`src/rtl/cpu_types_pkg.sv`:
```
// Shared types for the memory request path: RAM status encoding, word type and arbiter states.
package cpu_types_pkg;

  localparam int WORD_W = 32;

  typedef logic [WORD_W-1:0] word_t;

  typedef enum logic [1:0] {
    FREE   = 2'd0,
    BUSY   = 2'd1,
    ACCESS = 2'd2,
    ERROR  = 2'd3
  } ramstate_t;

  typedef enum logic [2:0] {
    IDLE = 3'd0,
    DACC = 3'd1,
    IACC = 3'd2,
    RESP = 3'd3,
    ERR  = 3'd4
  } arb_state_t;

endpackage

```
`src/rtl/mem_request_arbiter_timer.sv`:
```
// Access watchdog: counts cycles while enabled, saturating at TIMEOUT-1 where expired is raised.
// Combinational expired flag; clear has priority over enable.
module access_timer #(
  parameter int TIMEOUT = 16
) (
  input  logic core_clk,
  input  logic rst,
  input  logic clr,
  input  logic en,
  output logic expired
);

  localparam int CW = (TIMEOUT > 2) ? $clog2(TIMEOUT) : 1;

  logic [CW-1:0] count;

  assign expired = (count == CW'(TIMEOUT - 1));

  always_ff @(posedge core_clk) begin
    if (rst || clr) begin
      count <= '0;
    end else if (en && !expired) begin
      count <= count + CW'(1);
    end
  end

endmodule

```
`src/rtl/mem_request_arbiter.sv`:
```
// Single-port RAM arbiter for fetch and data requests, data first; request to hit is 3 cycles minimum.
// Requesters hold their lines until ihit/dhit; RAM stalls via ramstate BUSY, bounded by a timeout.
module mem_request_arbiter
  import cpu_types_pkg::*;
#(
  parameter int ADDR_W  = 32,
  parameter int DATA_W  = 32,
  parameter int TIMEOUT = 16
) (
  input  logic              CLK,
  input  logic              RST,
  input  logic              iREN,
  input  logic [ADDR_W-1:0] iaddr,
  input  logic              dREN,
  input  logic              dWEN,
  input  logic [ADDR_W-1:0] daddr,
  input  logic [DATA_W-1:0] dstore,
  output logic              ihit,
  output logic              dhit,
  output logic [DATA_W-1:0] iload,
  output logic [DATA_W-1:0] dload,
  output logic              ramREN,
  output logic              ramWEN,
  output logic [ADDR_W-1:0] ramaddr,
  output logic [DATA_W-1:0] ramstore,
  input  logic [DATA_W-1:0] ramload,
  input  logic [1:0]        ramstate,
  output logic              mem_err
);

  arb_state_t state, state_n;
  ramstate_t  rs;

  logic              ramren_n, ramwen_n, ihit_n, dhit_n, err_n;
  logic [ADDR_W-1:0] ramaddr_n;
  logic [DATA_W-1:0] ramstore_n, iload_n, dload_n;
  logic              abort_q, abort_n, fetch_abort;
  logic              in_acc, expired;

  assign rs          = ramstate_t'(ramstate);
  assign in_acc      = (state == DACC) || (state == IACC);
  // A flushed fetch shows up as iREN dropping or the fetch address moving away from the one in flight.
  assign fetch_abort = abort_q || !iREN || (iaddr != ramaddr);

  access_timer #(.TIMEOUT(TIMEOUT)) u_timer (
    .core_clk (CLK),
    .rst      (RST),
    .clr      (!in_acc),
    .en       (in_acc),
    .expired  (expired)
  );

  always_comb begin
    state_n    = state;
    ramren_n   = ramREN;
    ramwen_n   = ramWEN;
    ramaddr_n  = ramaddr;
    ramstore_n = ramstore;
    ihit_n     = 1'b0;
    dhit_n     = 1'b0;
    iload_n    = iload;
    dload_n    = dload;
    err_n      = mem_err;
    abort_n    = abort_q;

    case (state)
      IDLE: begin
        abort_n = 1'b0;
        if (dREN || dWEN) begin
          state_n    = DACC;
          ramwen_n   = dWEN;
          ramren_n   = !dWEN;
          ramaddr_n  = daddr;
          ramstore_n = dstore;
        end else if (iREN) begin
          state_n   = IACC;
          ramren_n  = 1'b1;
          ramwen_n  = 1'b0;
          ramaddr_n = iaddr;
        end
      end

      DACC: begin
        if (rs == ERROR || (rs != ACCESS && expired)) begin
          state_n  = ERR;
          ramren_n = 1'b0;
          ramwen_n = 1'b0;
          err_n    = 1'b1;
        end else if (rs == ACCESS) begin
          if (ramREN) dload_n = ramload;
          dhit_n   = 1'b1;
          ramren_n = 1'b0;
          ramwen_n = 1'b0;
          state_n  = RESP;
        end
      end

      IACC: begin
        if (rs == ERROR || (rs != ACCESS && expired)) begin
          state_n  = ERR;
          ramren_n = 1'b0;
          ramwen_n = 1'b0;
          err_n    = 1'b1;
        end else if (rs == ACCESS) begin
          ramren_n = 1'b0;
          ramwen_n = 1'b0;
          if (fetch_abort) begin
            state_n = IDLE;
          end else begin
            iload_n = ramload;
            ihit_n  = 1'b1;
            state_n = RESP;
          end
        end else begin
          abort_n = fetch_abort;
        end
      end

      RESP: state_n = IDLE;

      ERR: begin
        ramren_n = 1'b0;
        ramwen_n = 1'b0;
        err_n    = 1'b1;
      end

      default: begin
        state_n  = IDLE;
        ramren_n = 1'b0;
        ramwen_n = 1'b0;
      end
    endcase
  end

  always_ff @(posedge CLK) begin
    if (RST) state <= IDLE;
    else     state <= state_n;
  end

  always_ff @(posedge CLK) begin
    if (RST) begin
      ramREN   <= 1'b0;
      ramWEN   <= 1'b0;
      ramaddr  <= '0;
      ramstore <= '0;
      ihit     <= 1'b0;
      dhit     <= 1'b0;
      iload    <= '0;
      dload    <= '0;
      mem_err  <= 1'b0;
      abort_q  <= 1'b0;
    end else begin
      ramREN   <= ramren_n;
      ramWEN   <= ramwen_n;
      ramaddr  <= ramaddr_n;
      ramstore <= ramstore_n;
      ihit     <= ihit_n;
      dhit     <= dhit_n;
      iload    <= iload_n;
      dload    <= dload_n;
      mem_err  <= err_n;
      abort_q  <= abort_n;
    end
  end

endmodule
```
`config.mk`:
```
export PLATFORM = sky130hd
export DESIGN_NAME = mem_request_arbiter
export DESIGN_NICKNAME = d
export VERILOG_FILES = /design/src/rtl/cpu_types_pkg.sv /design/src/rtl/mem_request_arbiter_timer.sv /design/src/rtl/mem_request_arbiter.sv
export SDC_FILE = /design/constraint.sdc
export NUM_CORES = 1
export LEC_CHECK = 0
export BUFFER_PORTS_ARGS = -buffer_cell sky130_fd_sc_hd__clkbuf_2
export CAP_MARGIN = 20
export CELL_PAD_IN_SITES_DETAIL_PLACEMENT = 0
export CELL_PAD_IN_SITES_GLOBAL_PLACEMENT = 1
export CORE_ASPECT_RATIO = 0.6
export CORE_UTILIZATION = 29
export CTS_CLUSTER_SIZE = 10
export DETAILED_ROUTE_END_ITERATION = 6
export PLACE_DENSITY = 0.73
export SLEW_MARGIN = 10
export SYNTH_ARGS = -nofsm -noshare
export SYNTH_HDL_FRONTEND = slang
export SYNTH_SLANG_ARGS = --single-unit
```
`constraint.sdc`:
```
create_clock -name CLK -period 1.6 [get_ports CLK]
set_input_delay 0.08 -clock CLK [delete_from_list [all_inputs] [get_ports CLK]]
set_output_delay 0.08 -clock CLK [all_outputs]
set_load 0.05 [all_outputs]
```
# Word level (Yosys, flattened, before mapping)
# Cells that the tools add are included.
[word_totals]
out_inout_bits = 133
register_bits = 141
[op_classes]
n_bitwise = 7
mux = 25
add_sub_neg = 1
reduce_logical = 27
eq_ne = 16
[op_table]
columns = ["op", "n"]
rows = [
  ["32-bit 2-to-1 mux", 2],
  ["32-bit inequality test", 1],
  ["3-bit 2-to-1 mux", 6],
  ["3-bit one-hot mux with 4 select lines", 1],
  ["4-bit AND reduction", 3],
  ["1-bit 2-to-1 mux", 11],
  ["3-bit by 1-bit inequality test with 1-bit output (second input constant)", 3],
  ["1-bit inverter", 7],
  ["3-bit by 2-bit == test with 1-bit output (second input constant)", 2],
  ["1-bit logical OR", 6],
  ["2-bit inequality test (second input constant)", 3],
  ["1-bit one-hot mux with 3 select lines", 2],
  ["2-bit AND reduction", 3],
  ["3-bit AND reduction", 2],
  ["2-bit nonzero test", 3],
  ["4-bit by 1-bit adder with 4-bit output (second input constant)", 1],
  ["2-bit == test (second input constant)", 2],
  ["4-bit == test (second input constant)", 1],
  ["1-bit logical NOT", 4],
  ["1-bit one-hot mux with 2 select lines", 2],
  ["4-bit OR reduction", 1],
  ["3-bit by 1-bit == test with 1-bit output (second input constant)", 1],
  ["3-bit == test (second input constant)", 1],
  ["3-bit logical NOT", 1],
  ["6 further kinds", 7],
]

# Depth between registers and ports, before layout
# Gate-level depths: netlist of the first run.
[logic_depth]
word_depth = 7
depth_mapped = 8
ltp_nobuf = 7

# Cells and area by module
# A second synthesis of the first run with hierarchy kept.
[unflattened]
cells_unflattened = 748
hier_area_um2 = 6120.9
[modules_own_cells]
columns = ["module", "cells_each", "area_per_inst_um2", "seq_area_each_um2", "instances"]
rows = [
  ["mem_request_arbiter", 726, 5909.4, 2742.6, 1],
  ["access_timer", 22, 211.5, 80.1, 1],
]

# Worst setup path before layout of the first run
# OpenSTA, ideal clock, no wires.
[synth_timing]
path_kind = "flip-flop to flip-flop"
start = "register ramaddr[1]"
end = "register iload[5]"
setup_ps = 132
path_slack_ps = -572
path_buffers = 1
stages_incl_launch_ff = 8
arrival_ps = 2040
required_time_ps = 1468
synth_period_minus_slack_ps = 2172
cell_sequence = "dfxtp_1 > nor2b_1 > a2111o_1 > nor4_2 > nand4_1 > clkbuf_1 > o21ai_0 > a21oi_1"
[synth_between]
elab_chain_len = 4
[synth_lines]
columns = ["element", "line", "text"]
rows = [
  ["from (decl)", "mem_request_arbiter.sv:24", "output logic [ADDR_W-1:0] ramaddr,"],
  ["from (signal assigned)", "mem_request_arbiter.sv:155", "ramaddr <= ramaddr_n;"],
  ["32-bit inequality test", "mem_request_arbiter.sv:43", "assign fetch_abort = abort_q || !iREN || (iaddr != ramaddr);"],
  ["1-bit logical OR", "mem_request_arbiter.sv:43", ""],
  ["1-bit inverter (no line)", "--", ""],
  ["4-bit AND reduction (no line)", "--", ""],
  ["to (signal assigned)", "mem_request_arbiter.sv:159", "iload <= iload_n;"],
  ["to (decl)", "mem_request_arbiter.sv:20", "output logic [DATA_W-1:0] iload,"],
]
# No other way between the ends.
# A chain may end at the register's enable or synchronous reset.

# Worst setup path in the final report of the first run
[layout_timing]
start = "register ramaddr[23]"
end = "register iload[1]"
# Same word-level chain as after synthesis.

==> reports/qor.yml, run 1 <==
synth.most_common_cell: "nand2_1"
fin_crit_ns: 1.937
io_buffers: 267
arrival_ns: 2.24
violations: "setup timing"
path_class: "register to register"
drive_gt1_share_pct: 39.38
swShare_pct: 38.17
tightest_slew_ns: 0.4496
drtIter0Drc: 363
place_congestion: 0.8602
hp-class: "input pin to register"
vias: 6914
met3_length_um: 2074
die_y_um: 111.7
ys_seq_elements: 141
ys_top_cells_by_count: "nand2_1 (203), dfxtp_1 (141), a21oi_1 (102)"
finalHoldViolations: 0
initial_core_util_pct: 30.10
yosys.area.top_type_share_pct: 48.53
antenna_left: 0
crit_chain: "xnor2_2 -> nand4_1 -> nor4_2 -> nand4_1 -> buf_6 -> clkbuf_16 -> o21ai_1 -> a21oi_2"
r2r_slack_ns: -0.34
avgSynthCellArea_um2: 7.829
clkSinkCount: 141
crit_path_max_incr_delay_ns: 0.39
grt_usage_pct: 21.69
rows: 39
endpoint_kind: "register"
grt_setup_unrepaired: "true"
power_switching_w: 0.005702
clock.fmax_mhz: 516.2
cts.path.max_buffers: 2
synthCells: 743
synth.net_count: 879
fp.dieW_um: 184.8
worstSetupStartpoint: "ramaddr[23]"
path_clk_slew_ns: 0.06
r2r-end: "iload[1]"
hold_start: "daddr[28]"
share_comb_of_total_power_pct: 42.1
crit_path_start_kind: "register"
power.internal_w: 0.009237
fin_skew_ns: 0.008323
worst-path-buf-inv: 2
min_to: "ramaddr[28]"
max_cap_viol_count: 0
design.portCount: 268
synthArstFlopShare_pct: 0
layout.nets: 1325
wl_met2_um: 9930
slew_violations: 0
synth_edf_count: 0
seq_power_share_pct: 30.1
power_density_nw_per_um2: 1437
drc_errors: 0
cts-htree-levels: 4
min_path_cells: 4
wl_um: 23400
synth_flop_cell: "dfxtp_1"
p_clk_share_pct: 27.8
max_slew_margin_pct: 70.03
highest_layer: "met4"
antenna_found_initial: 0
insertedDiodeCount: 0
rr_worst_depth: 8
via_per_inst: 4.713
yosys-top-cells-area: "dfxtp_1 (49%), nand2_1 (13%), a21oi_1 (8.8%), a311oi_1 (4.8%), nand3_1 (3.4%)"
grt_pass1_vias: 6640
yosysSeqAreaShare_pct: 48.53
crit_path_top_delay_cell: "nor4_2"
setup_viol: 39
crit_top_cell: "nand4_1"
grt_pass1_wl_um: 34980
setup_tns_ns: -11.06
routedWlPerCell_um: 15.95
dp_slack_ns: -0.4545
required_ns: 1.90
p_leak_nw: 4.550
die_area_um2: 20650
cp_top_family: "simple AND/OR/NAND/NOR gates"
ys.warnings.count: 0
synth.distinct_cells: 37
worst_skew_pair.late_latency_ns: 0.42
hold_slack_ns: 0.03807
overflow: 0
cts_root_buffer: "clkbuf_16"
grt_max_degree: 64
core_um2: 19320
cts_buffers: 17
power_w: 0.01494
min_period_over_period_pct: 121.1
firstDrtPassIters: 5
cp_max_fo: 8
regToRegStartpoint: "ramaddr[23]"
setup_slack_ns: -0.3372
wl_met1_um: 11130
dpl.hpwl_um: 15100
synth_area_um2: 5817
final_util_pct: 53.81
cts_tree: "built"
area_growth_pct: 78.77
synth_largest_area_cell: "dfxtp_1"
peakVddDrop_mv: 0.9054
status: "finished, violations left"
layout by cell type, fill, tap and decap left out, types with 8 or more instances in the layout:
| master | n |
|---|---|
| a21oi_1 | 96 |
| a311oi_1 | 32 |
| buf_12 | 15 |
| buf_4 | 75 |
| clkbuf_16 | 24 |
| clkbuf_2 | 266 |
| dfxtp_1 | 108 |
| dfxtp_2 | 18 |
| dfxtp_4 | 15 |
| dlygate4sd3_1 | 120 |
| nand2_1 | 203 |
| nand3_1 | 38 |
| nand4_1 | 8 |
| nor2_1 | 46 |
| o21ai_1 | 14 |
| o21ai_2 | 18 |
| xnor2_1 | 17 |
power by group through the flow:
stage	registers (W)	clock network, W	logic, W
after CTS	0.00447	0.00427	0.00577
final	0.00450	0.00416	0.00628
after global placement	0.00452	0	0.00550
after detailed placement	0.00453	0	0.00550
after global routing	0.00456	0.00444	0.00664
after floorplan	0.00618	0	0.00165
metrics by stage:
stage                     std cells  area (um^2)
final                          1467        10400
after detailed placement       1303         8177
after global routing           1467        10400
after floorplan                 743         5949
after CTS                      1455        10030
after global placement         1303         8177
layer usage:
metal | vias to the layer above | track usage [%]
li1 | 3446 | -
met5 | - | 0
met3 | 20 | 7.949
met4 | 0 | 5.950
met2 | 268 | 31.63
met1 | 3180 | 29.79
worst register-to-register path: stages (launching register included):
cell	delay, ns
dfxtp_4	0.35
xnor2_2	0.13
nand4_1	0.23
nor4_2	0.39
nand4_1	0.15
buf_6	0.17
clkbuf_16	0.17
o21ai_1	0.15
a21oi_2	0.07
sequential cells by signal, summed over array words and instances, names as in the netlist:
| name | count |
|---|---|
| u_timer.count | 4 |
| dhit | 1 |
| ramstore | 32 |
| state | 3 |
| ramWEN | 1 |
| dload | 32 |
| iload | 32 |
| abort_q | 1 |
| ramREN | 1 |
| ihit | 1 |
| ramaddr | 32 |
| mem_err | 1 |
final cells by class:
cell class	count	area [um^2]
sequential	141	2902
inverter	5	18.77
fill	1811	8925
timing repair buffer	486	3591
clock inverter	10	133.9
clock buffer	21	481.7
multi-input combinational	538	2939
tap	266	332.8
logic make-up after synthesis:
kind of cell | Yosys count | share of synthesized area (%)
buf+inv | 64 | 4.711
simple gates | 326 | 23.96
flops | 141 | 48.53
xor+xnor | 29 | 4.366
compound gates | 181 | 18.05
fa+ha+maj | 1 | 0.2151
mux | 1 | 0.1721
repair_timing:
item,in CTS,in global routing
resized for setup,8,53
hold endpoints to repair,129,0
cloned,0,7
hold buffers,120,0
endpoints found under the setup margin,45,113
pin swaps,4,40
setup buffers,1,5
worst max path at each step:
stage / to / slack [ns] / depth (start not counted)
finish: iload[1] / -0.34 / 8
global route: iload[8] / -0.46 / 8
CTS: iload[8] / -0.33 / 7
detailed placement: iload[5] / -0.45 / 7
global placement: iload[10] / -0.41 / 7
floorplan: iload[14] / -0.16 / 7
(Power assumes the default switching activity.)
==> run 2: changes to the inputs <==
ABC_AREA = 1   (was default)
CORE_UTILIZATION = 28   (was 29)
PLACE_DENSITY = 0.71   (was 0.73)
==> run 2 against run 1 <==
Against the previous run: the run still ends with setup timing left; combinational power increased by 40%; area after synthesis rose by 13%; flip-flop and latch count stayed put; core utilization decreased by 2.7 points; non-clock buffer count is 31 higher; wire length is 11% higher.
==> reports/qor.yml, run 2 <==
status: "finished, violations left"
violations: "setup timing"
fin_crit_ns: 1.888
synth_edf_count: 0
cp_max_fo: 8
endpoint_kind: "register"
cts.path.max_buffers: 2
die_y_um: 120.5
antenna_found_initial: 1
final_util_pct: 51.07
initial_core_util_pct: 29.12
dpl.cell_count: 1624
cts-htree-levels: 4
die_area_um2: 24020
min_path_cells: 3
cts_tree: "built"
fillCellCount: 2245
cts_buffers: 17
max_slew_margin_pct: 72.94
fp.dieW_um: 199.4
grt_max_degree: 65
crit_path_top_delay_cell: "dfxtp_4"
yosys.area.top_type_share_pct: 43.10
rows: 42
drtIter0Drc: 328
max_cap_viol_count: 0
path_class: "register to register"
synth_flop_cell: "dfxtp_1"
r2r-end: "iload[21]"
synth.distinct_cells: 28
setup_slack_ns: -0.2877
path_clk_slew_ns: 0.06
place_congestion: 0.8639
area_growth_pct: 75.41
crit_path_start_kind: "register"
min_to: "state[1]"
multi_input_area_um2: 3209
cts_root_buffer: "clkbuf_16"
ys.warnings.count: 0
overflow: 0
tightest_slew_ns: 0.4052
grt_usage_pct: 21.00
setup_viol: 33
hp-class: "input pin to register"
firstDrtPassIters: 5
synth_area_um2: 6549
rr_worst_depth: 10
clkSinkCount: 141
dpl_cell_area_um2: 9097
final_common_cell: "clkbuf_2"
grt_pass1_vias: 7390
fin_area_um2: 11490
antenna_left: 0
avgSynthCellArea_um2: 6.655
fin_cells: 1792
regToRegStartpoint: "ramaddr[18]"
clock.fmax_mhz: 529.8
yosysSeqAreaShare_pct: 43.10
min_period_over_period_pct: 118.0
synth.most_common_cell: "nand2_1"
synth.net_count: 1120
design.portCount: 268
synthCells: 984
fin_skew_ns: 0.009563
vias: 7952
peakVddDrop_mv: 0.8646
required_ns: 1.92
grt_pass1_wl_um: 38940
arrival_ns: 2.21
final_cell_mix: "clkbuf_2 (267), nand2_1 (205), inv_1 (152), dlygate4sd3_1 (126), dfxtp_1 (105)"
routedWlPerCell_um: 14.51
yosys-top-cells-area: "dfxtp_1 (43%), nand2_1 (14%), inv_1 (9.6%), o21ai_0 (5.4%), a21oi_1 (5.3%)"
ys_top_cells_by_count: "nand2_1 (247), inv_1 (168), dfxtp_1 (141)"
crit_chain: "nand2_1 -> nand2_2 -> nor3_4 -> nand4_1 -> nor2_2 -> nand3_4 -> buf_12 -> clkbuf_16 -> o21ai_1 -> nor2_1"
power_density_nw_per_um2: 1572
ys_seq_elements: 141
dpl.hpwl_um: 17630
slew_violations: 0
worst_skew_pair.late_latency_ns: 0.43
grt_setup_unrepaired: "true"
wl_um: 26010
io_buffers: 267
finalHoldViolations: 0
r2r_slack_ns: -0.29
hold_slack_ns: 0.03302
regArea_um2: 2940
synthArstFlopShare_pct: 0
crit_path_max_incr_delay_ns: 0.34
setup_tns_ns: -7.598
via_per_inst: 4.438
layout.nets: 1607
hold_start: "RST"
synth_largest_area_cell: "dfxtp_1"
drc_errors: 0
p_leak_nw: 5.524
core_um2: 22490
drive_gt1_share_pct: 38.71
[run 2: kinds of logic (layout without fill, tap and decap cells)]
family                   after synthesis  after routing  share of synthesized area (%)
AO/OA/AOI/OAI                        206            206                          16.47
XOR/XNOR                               3              3                         0.4013
adder cells (fa/ha/maj)                1              1                         0.1910
buffers and inverters                218            717                          13.26
flip-flops                           141            141                          43.10
other                                  0              1                              0
AND/OR/NAND/NOR                      415            415                          26.58
[run 2: cell type report]
class | count | share of cell area [%]
inverter | 169 | 5.522
timing repair buffer | 517 | 32.15
multi-input combinational | 625 | 27.94
sequential | 141 | 25.60
clock buffer | 23 | 4.531
clock inverter | 8 | 0.8823
tap | 308 | 3.355
antenna | 1 | 0.02178
[run 2: timing repair]
action,4_1_cts,5_1_grt
resized for setup,6,118
setup endpoints to repair,34,93
pin swaps,4,35
endpoints found under the hold margin,127,0
buffers inserted,1,11
cloned,0,3
hold buffers,126,0
[run 2: through the flow]
step	setup WS (ns)	total power (W)
2_1_floorplan	-0.04262	0.009807
3_3_place_gp	-0.3443	0.01290
5_1_grt	-0.3718	0.01905
3_5_place_dp	-0.3212	0.01292
6_report	-0.2877	0.01806
4_1_cts	-0.2165	0.01749
[run 2: how the worst max path moves through the flow]
stage / slack, ns / depth (start not counted) / start / endpoint
4_1_cts: -0.22 / 10 / ramaddr[20] / iload[31]
6_report: -0.29 / 10 / ramaddr[18] / iload[21]
2_1_floorplan: -0.04 / 10 / ramaddr[16] / iload[20]
5_1_grt: -0.37 / 11 / ramaddr[15] / iload[21]
3_3_place_gp: -0.34 / 10 / ramaddr[20] / iload[20]
3_5_place_dp: -0.32 / 10 / ramaddr[20] / iload[20]
[run 2: power breakdown]
part	internal, W	switching, W
Sequential	0.00444	0.000580
Combinational	0.00309	0.00572
Clock	0.00260	0.00163
[run 2: metal layers]
metal	up-vias	GRT usage, %	wire length [um]	part of all wire (%)
met2	268	29.79	10410	40
met1	3572	30.49	13310	51
met5	-	0	0	0
met3	21	5.886	1952	7.5
met4	0	6.011	326	1.3
li1	4091	-	-	-
[run 2: worst max-delay path, delay by kind of cell, from the launching register on]
| kind | cells | cell delay [ns] |
|---|---|---|
| AO/OA/AOI/OAI | 1 | 0.13 |
| buffers and inverters | 2 | 0.32 |
| flip-flops | 1 | 0.34 |
| AND/OR/NAND/NOR | 7 | 1.00 |
==> run 3: changes to the inputs <==
RECOVER_POWER = 25   (was default)
==> run 3 against run 2 <==
Against the previous run: the flow still finishes with violations (setup timing); clock skew is essentially flat; core utilization fell by 0.32 points; critical path depth stayed put; combinational power fell by 0.7%; die area stayed put; non-clock buffer count is the same; largest power group unchanged; first-iteration DRC count increased by 7.3%.
==> reports/qor.yml, run 3 (same netlist as run 2, synthesis figures left out) <==
grt_setup_unrepaired: "true"
power_density_nw_per_um2: 1576
slew_violations: 0
drive_gt1_share_pct: 34.73
grt_pass1_wl_um: 38940
cts.path.max_buffers: 2
setup_tns_ns: -7.285
fillCellCount: 2273
fin_area_um2: 11410
design.portCount: 268
path_clk_slew_ns: 0.06
hp-class: "input pin to register"
cts_buffers: 17
crit_path_top_delay_cell: "dfxtp_4"
antenna_left: 0
drc_errors: 0
area_growth_pct: 74.30
initial_core_util_pct: 29.12
die_y_um: 120.5
required_ns: 1.92
fin_crit_ns: 1.883
setup_slack_ns: -0.2835
vias: 7960
rows: 42
max_slew_margin_pct: 55.65
die_area_um2: 24020
crit_chain: "nand2_1 -> nand2_2 -> nor3_4 -> nand4_1 -> nor2_2 -> nand3_4 -> buf_12 -> clkbuf_16 -> o21ai_1 -> nor2_1"
cts_root_buffer: "clkbuf_16"
min_period_over_period_pct: 117.7
arrival_ns: 2.20
via_per_inst: 4.442
crit_path_start_kind: "register"
layout.nets: 1607
worst_skew_pair.late_latency_ns: 0.43
dpl_cell_area_um2: 9097
fp.dieW_um: 199.4
cts_tree: "built"
routedWlPerCell_um: 14.50
place_congestion: 0.8639
endpoint_kind: "register"
max_cap_viol_count: 0
antenna_found_initial: 1
crit_path_max_incr_delay_ns: 0.34
final_cell_mix: "clkbuf_2 (209), nand2_1 (205), inv_1 (153), dlygate4sd3_1 (126), dfxtp_1 (105)"
fin_skew_ns: 0.009147
tightest_slew_ns: 0.6681
dpl.cell_count: 1624
path_class: "register to register"
clkSinkCount: 141
dpl.hpwl_um: 17630
p_leak_nw: 5.325
grt_pass1_vias: 7390
setup_viol: 33
cp_max_fo: 8
wl_um: 25990
io_buffers: 267
violations: "setup timing"
grt_usage_pct: 21.00
finalHoldViolations: 0
final_common_cell: "clkbuf_2"
clock.fmax_mhz: 530.9
core_um2: 22490
grt_max_degree: 65
peakVddDrop_mv: 0.8460
drtIter0Drc: 352
overflow: 0
hold_slack_ns: 0.03380
cts-htree-levels: 4
status: "finished, violations left"
firstDrtPassIters: 4
fin_cells: 1792
-- run 3: critical path, delay by kind of cell (launching register included) --
kind	cells	cell delay, ns
AND/OR/NAND/NOR	7	0.99
AO/OA/AOI/OAI	1	0.13
buffers and inverters	2	0.32
flip-flops	1	0.34
-- run 3: repair_timing --
action,CTS,global route
endpoints found under the hold margin,127,0
setup buffers,1,11
cloned,0,3
endpoints found under the setup margin,34,93
pin swaps,4,35
gates resized for setup,6,118
hold buffers,126,0
-- run 3: final timing paths --
| kind | slack [ns] | endpoint | start | cells after the start |
|---|---|---|---|---|
| setup / recovery | -0.28 | iload[21] | ramaddr[18] | 10 |
| hold / removal | 0.03 | state[1] | RST | 3 |
| setup reg to reg | -0.28 | iload[21] | ramaddr[18] | 10 |
| hold reg to reg | 0.44 | dload[1] | dload[1] | 2 |
-- run 3: per-stage QoR --
| stage | power (W) | util [%] | setup slack [ns] |
|---|---|---|---|
| floorplan | 0.009807 | - | -0.04262 |
| global placement | 0.01290 | 40.45 | -0.3443 |
| detailed placement | 0.01292 | 40.45 | -0.3212 |
| CTS | 0.01749 | 48.95 | -0.2165 |
| global route | 0.01901 | 50.75 | -0.3718 |
| finish | 0.01799 | 50.75 | -0.2835 |
-- run 3: routing by layer --
layer / global-route usage (%) / up-vias / share of wire [%]
li1: - / 4089 / -
met2: 29.79 / 259 / 40
met4: 6.011 / 0 / 1.3
met5: 0 / - / 0
met1: 30.49 / 3590 / 51
met3: 5.886 / 22 / 7.4
-- run 3: cell type report --
class	count	area (um^2)	area share [%]
Timing Repair Buffer	517	3621	31.72
Multi-Input combinational cell	625	3209	28.12
Sequential cell	141	2940	25.76
Inverter	169	634.4	5.557
Clock buffer	23	520.5	4.560
Tap cell	308	385.4	3.376
Clock inverter	8	101.3	0.8879
Antenna cell	1	2.502	0.02192
-- run 3: power breakdown --
| group | internal (W) | leakage, nW | switching [W] |
|---|---|---|---|
| combinational | 0.00305 | 3.85 | 0.00570 |
| sequential | 0.00444 | 1.17 | 0.000577 |
| clock | 0.00260 | 0.306 | 0.00162 |
